[config.mk]
export PLATFORM = sky130hd
export DESIGN_NAME = modexp_controller
export DESIGN_NICKNAME = d
export VERILOG_FILES = /design/src/rtl/modexp_controller.sv
export SDC_FILE = /design/constraint.sdc
export NUM_CORES = 1
export LEC_CHECK = 0
export ABC_CLOCK_PERIOD_IN_PS = 1600
export BUFFER_PORTS_ARGS = -buffer_cell sky130_fd_sc_hd__buf_2
export CAP_MARGIN = 20
export CORE_MARGIN = 10
export CORE_UTILIZATION = 40
export CTS_CLUSTER_DIAMETER = 50
export DETAILED_ROUTE_END_ITERATION = 7
export PLACE_DENSITY = 0.66
export SLEW_MARGIN = 10
export SYNTH_ARGS = -nofsm -noshare
export SYNTH_HDL_FRONTEND = slang
export SYNTH_SLANG_ARGS = --single-unit
export TNS_END_PERCENT = 1
[constraint.sdc]
create_clock -name clk_in -period 1.6 [get_ports clk_in]
set_input_delay 0.32 -clock clk_in [delete_from_list [all_inputs] [get_ports clk_in]]
set_output_delay 0.32 -clock clk_in [all_outputs]
set_load 0.01 [all_outputs]
[src/rtl/modexp_controller.sv]
// Left-to-right square-and-multiply sequencer driving an external modular
// squaring unit and an external modular multiply unit.
module modexp_controller #(
    parameter int unsigned WIDTH     = 16,
    parameter int unsigned EXP_WIDTH = 16
) (
    input  logic                 clk_in,
    input  logic                 rst_n_in,
    input  logic                 ready_in,
    input  logic [WIDTH-1:0]     base_in,
    input  logic [EXP_WIDTH-1:0] exponent_in,
    input  logic [WIDTH-1:0]     modulus_in,
    output logic [WIDTH-1:0]     result_out,
    output logic                 busy_out,
    output logic                 valid_out,
    output logic                 err_out,
    output logic                 sq_ready_out,
    output logic [WIDTH-1:0]     sq_value_out,
    input  logic                 sq_valid_in,
    input  logic [WIDTH-1:0]     sq_result_in,
    output logic                 mm_ready_out,
    output logic [WIDTH-1:0]     mm_a_out,
    output logic [WIDTH-1:0]     mm_b_out,
    input  logic                 mm_valid_in,
    input  logic [WIDTH-1:0]     mm_result_in,
    output logic [WIDTH-1:0]     modulus_out
);

    localparam int unsigned BLW = $clog2(EXP_WIDTH) + 1;

    typedef enum logic [3:0] {
        StIdle, StCheck, StScan, StNext, StSqReq, StSqWait, StMmReq, StMmWait, StDone
    } state_e;

    state_e               state;
    logic [WIDTH-1:0]     acc;
    logic [WIDTH-1:0]     base_r;
    logic [WIDTH-1:0]     mod_r;
    logic [EXP_WIDTH-1:0] exp_r;
    logic [BLW-1:0]       bits_left;

    logic                 exp_msb;
    logic [EXP_WIDTH-1:0] exp_shl;
    logic [BLW-1:0]       bits_dec;

    assign exp_msb     = exp_r[EXP_WIDTH-1];
    assign exp_shl     = {exp_r[EXP_WIDTH-2:0], 1'b0};
    assign bits_dec    = bits_left - BLW'(1);
    assign modulus_out = mod_r;

    always_ff @(posedge clk_in or negedge rst_n_in) begin
        if (!rst_n_in) begin
            state        <= StIdle;
            acc          <= '0;
            base_r       <= '0;
            mod_r        <= '0;
            exp_r        <= '0;
            bits_left    <= '0;
            result_out   <= '0;
            busy_out     <= 1'b0;
            valid_out    <= 1'b0;
            err_out      <= 1'b0;
            sq_ready_out <= 1'b0;
            sq_value_out <= '0;
            mm_ready_out <= 1'b0;
            mm_a_out     <= '0;
            mm_b_out     <= '0;
        end else begin
            // Pulse outputs default low; only the transitions below raise them.
            valid_out    <= 1'b0;
            err_out      <= 1'b0;
            sq_ready_out <= 1'b0;
            mm_ready_out <= 1'b0;
            unique case (state)
                StIdle: begin
                    if (ready_in) begin
                        base_r    <= base_in;
                        exp_r     <= exponent_in;
                        mod_r     <= modulus_in;
                        bits_left <= BLW'(EXP_WIDTH);
                        busy_out  <= 1'b1;
                        state     <= StCheck;
                    end
                end
                StCheck: begin
                    if (mod_r == '0 || mod_r == WIDTH'(1) || exp_r == '0) begin
                        result_out <= (mod_r > WIDTH'(1)) ? WIDTH'(1) : '0;
                        err_out    <= (mod_r == '0);
                        valid_out  <= 1'b1;
                        busy_out   <= 1'b0;
                        state      <= StDone;
                    end else begin
                        state <= StScan;
                    end
                end
                StScan: begin
                    exp_r     <= exp_shl;
                    bits_left <= bits_dec;
                    if (exp_msb) begin
                        acc   <= base_r;
                        state <= StNext;
                    end
                end
                StNext: begin
                    if (bits_left == '0) begin
                        result_out <= acc;
                        valid_out  <= 1'b1;
                        busy_out   <= 1'b0;
                        state      <= StDone;
                    end else begin
                        sq_ready_out <= 1'b1;
                        sq_value_out <= acc;
                        state        <= StSqReq;
                    end
                end
                StSqReq: state <= StSqWait;
                StSqWait: begin
                    if (sq_valid_in) begin
                        acc <= sq_result_in;
                        if (exp_msb) begin
                            // Multiply operand is the fresh square, not the stale acc.
                            mm_ready_out <= 1'b1;
                            mm_a_out     <= sq_result_in;
                            mm_b_out     <= base_r;
                            state        <= StMmReq;
                        end else begin
                            exp_r     <= exp_shl;
                            bits_left <= bits_dec;
                            state     <= StNext;
                        end
                    end
                end
                StMmReq: state <= StMmWait;
                StMmWait: begin
                    if (mm_valid_in) begin
                        acc       <= mm_result_in;
                        exp_r     <= exp_shl;
                        bits_left <= bits_dec;
                        state     <= StNext;
                    end
                end
                StDone:  state <= StIdle;
                default: state <= StIdle;
            endcase
        end
    end

endmodule

==> out/results.ini <==
[outcome]
outcome = complete, but fails checks
violations = negative setup slack

[synthesis]
synth_most_common_cell = nand2_1
synth_top_area_cell = dfrtp_1
ys_ff_latch = 142
ys_seq_area_share_pct = 57.71
syn_area_sq_um = 6157
synth_edf_count = 0
netlist.area_leader.share_pct = 57.71
syn_area_per_cell_sq_um = 10.31
synth_commonest_cells = nand2_1, dfrtp_1, mux2_2
synthTopCellsByArea = dfrtp_1, nand2_1, mux2_2, mux2i_1, o21ai_0
yosysUniqueCellTypes = 50
synth_ff_type = dfrtp_1
synth_async_sr_flop_share_pct = 100.0
syn-instance-count = 597
yosysWarnings = 0
synth_nets = 683

[clock_network]
clk_pin_slew_worst_paths_ns = 0.06
cts_buffer_depth = 2
cts_root_buf = clkbuf_16
numCtsBuffers = 17
clkSinkCount = 142
insertion_delay_ns = 0.43
cts_max_level = 4
cts_tree = built

[finish]
fillers = 1271
syn2layout_area_growth_pct = 41.96
final_cells = 1039
final_nets = 924
antenna_cells = 0
fin_area_sq_um = 8741
drive_gt1_share_pct = 42.54

[power_and_ir_drop]
power_per_cell_area_nw_per_um2 = 1961
p_leak_nw = 4.628
peakVddDrop_mv = 0.8865

[timing]
hold_viol = 0
fin_crit_ns = 1.763
rsz0062_at_grt = yes
relSlewSlack_pct = 77.83
fin_worst_skew_ns = 0.01343
setup-violations-final = 73
timing.final.crit_share_pct = 110.2
tightest_slew_ns = 0.3325
max_freq_mhz = 567.2
setup_ws_ns = -0.1631
slew_viol_final = 0

[setup_path]
cp-start-kind = register
crit_path_end_kind = register
crit_type = register to register
critPathMaxFanout = 8
worstPathArrival_ns = 2.06
worstPathRequired_ns = 1.90

[die]
io_pins = 170
initial_utilization_pct = 40.65
die_y_um = 144.1
die_w_um = 144.1
core_sq_um = 15150
die-area_sq_um = 20760
rows = 45

[route]
totalWireLength_um = 19490
wl_per_cell_um = 18.75
drtAntennaViolNets = 0
via_count = 5415
drt_iter0_drc = 303
route.detailed.drc = 0
firstDrtPassIters = 4
via_per_inst = 5.212

[global_route]
antenna_found_initial = 0
grt_max_degree = 40
grt_pass1_vias = 5864
overflow = 0
grt_pass1_wl_um = 29530
grt_use_total_pct = 18.17

[job]
maxCapViolCount = 0

[hold_path]
min_path_type = primary input to register

[place]
gp_congestion = 0.8253
dp_hpwl_um = 13550
place_area_sq_um = 7725
io_buffer_count = 169
dpl.cell_count = 987

==> worst paths after layout <==
check / start / to / slack, ns / cells after the start
max in group asynchronous: rst_n_in / state[3] / 0.73 / 3
min: base_in[6] / base_r[6] / 0.07 / 3
max reg2reg: state[2] / bits_left[2] / -0.16 / 6
min in group asynchronous: rst_n_in / modulus_out[1] / 0.34 / 2
max: state[2] / bits_left[2] / -0.16 / 6
min reg2reg: sq_value_out[13] / sq_value_out[13] / 0.47 / 2
==> power by group <==
part | total, W | switching [W] | internal, W | leakage [nW]
clock network | 0.00398 | 0.00156 | 0.00243 | 0.293
registers | 0.00607 | 0.00112 | 0.00495 | 1.86
logic | 0.00708 | 0.00362 | 0.00346 | 2.48
==> cells in the final DEF, fill, tap and decap left out, drive strengths merged, types with 2 or more instances in the layout <==
| master | n |
|---|---|
| clkinv | 6 |
| o211ai | 2 |
| nor3 | 5 |
| or2 | 3 |
| o21ai | 37 |
| and3 | 3 |
| nand2b | 3 |
| nor2b | 2 |
| clkinvlp | 2 |
| nor4 | 7 |
| and2 | 16 |
| nand2 | 196 |
| dfrtp | 142 |
| a31o | 3 |
| mux2i | 18 |
| a22o | 2 |
| nor2 | 21 |
| nand3 | 4 |
| o221ai | 4 |
| a221o | 14 |
| a21oi | 21 |
| clkbuf | 21 |
| mux2 | 34 |
| inv | 9 |
| nand4b | 2 |
| nand4 | 4 |
| bufinv | 2 |
| buf | 248 |
| a211oi | 2 |
==> what timing repair did <==
action	CTS	global route
gates resized for setup	36	38
pin swaps	22	12
hold buffers	1	0
gates cloned	2	5
setup buffers	5	7
endpoints found under the hold margin	28	0
setup endpoints to repair	115	136
==> layer usage <==
layer / GRT usage (%) / share of wire, %
met1: 21.27 / 40
met2: 30.41 / 50
met3: 5.313 / 7.0
met4: 7.738 / 2.5
met5: 0 / 0
==> through the flow <==
stage               total power (W)  worst slack, ns  setup TNS [ns]  hold slack [ns]  utilization, %
floorplan                  0.009354          -0.2170          -7.548          0.02441               -
global placement            0.01198          -0.1296          -8.633           0.2240           51.00
detailed placement          0.01223          -0.1948          -11.20           0.2297           51.00
CTS                         0.01669          -0.1424          -5.109          0.06100           56.12
global route                0.01819          -0.1814          -9.044          0.08049           57.71
finish                      0.01714          -0.1631          -4.278          0.07162           57.71
==> final cells by class <==
cell class,instances,area (sq um),area share [%]
inverters,7,27.53,0.3149
multi-input cells,420,2660,30.43
clock buffers,20,466.7,5.339
clock inverters,12,133.9,1.532
well taps,188,235.2,2.691
flip-flops and latches,142,3557,40.70
repair buffers,250,1660,19.00
==> registers in the layout, indices dropped and copies added, names as in the netlist <==
register	count
sq_ready_out	1
result_out	16
err_out	1
mm_a_out	16
exp_r	16
mm_b_out	16
acc	16
bits_left	5
busy_out	1
state	4
valid_out	1
base_r	16
modulus_out	16
sq_value_out	16
mm_ready_out	1
==> cells by family (layout without fill, tap and decap cells) <==
kind of cell | Yosys count | after routing | synth area share (%)
AND/OR/NAND/NOR | 272 | 273 | 19.24
flip-flops | 142 | 142 | 57.71
AO/OA/AOI/OAI | 89 | 94 | 10.30
multiplexers | 52 | 52 | 9.144
buffers and inverters | 41 | 289 | 3.393
adder cells (fa/ha/maj) | 1 | 1 | 0.2032
==> worst max-delay path, cell delays in order, from the launching register on <==
cell and delay [ns]:
dfrtp_2 0.47, or3b_4 0.43, a21oi_4 0.15, buf_4 0.15, buf_6 0.11, o221ai_1 0.11
a22o_1 0.22
No activity file was read; power rests on OpenSTA's default activity.
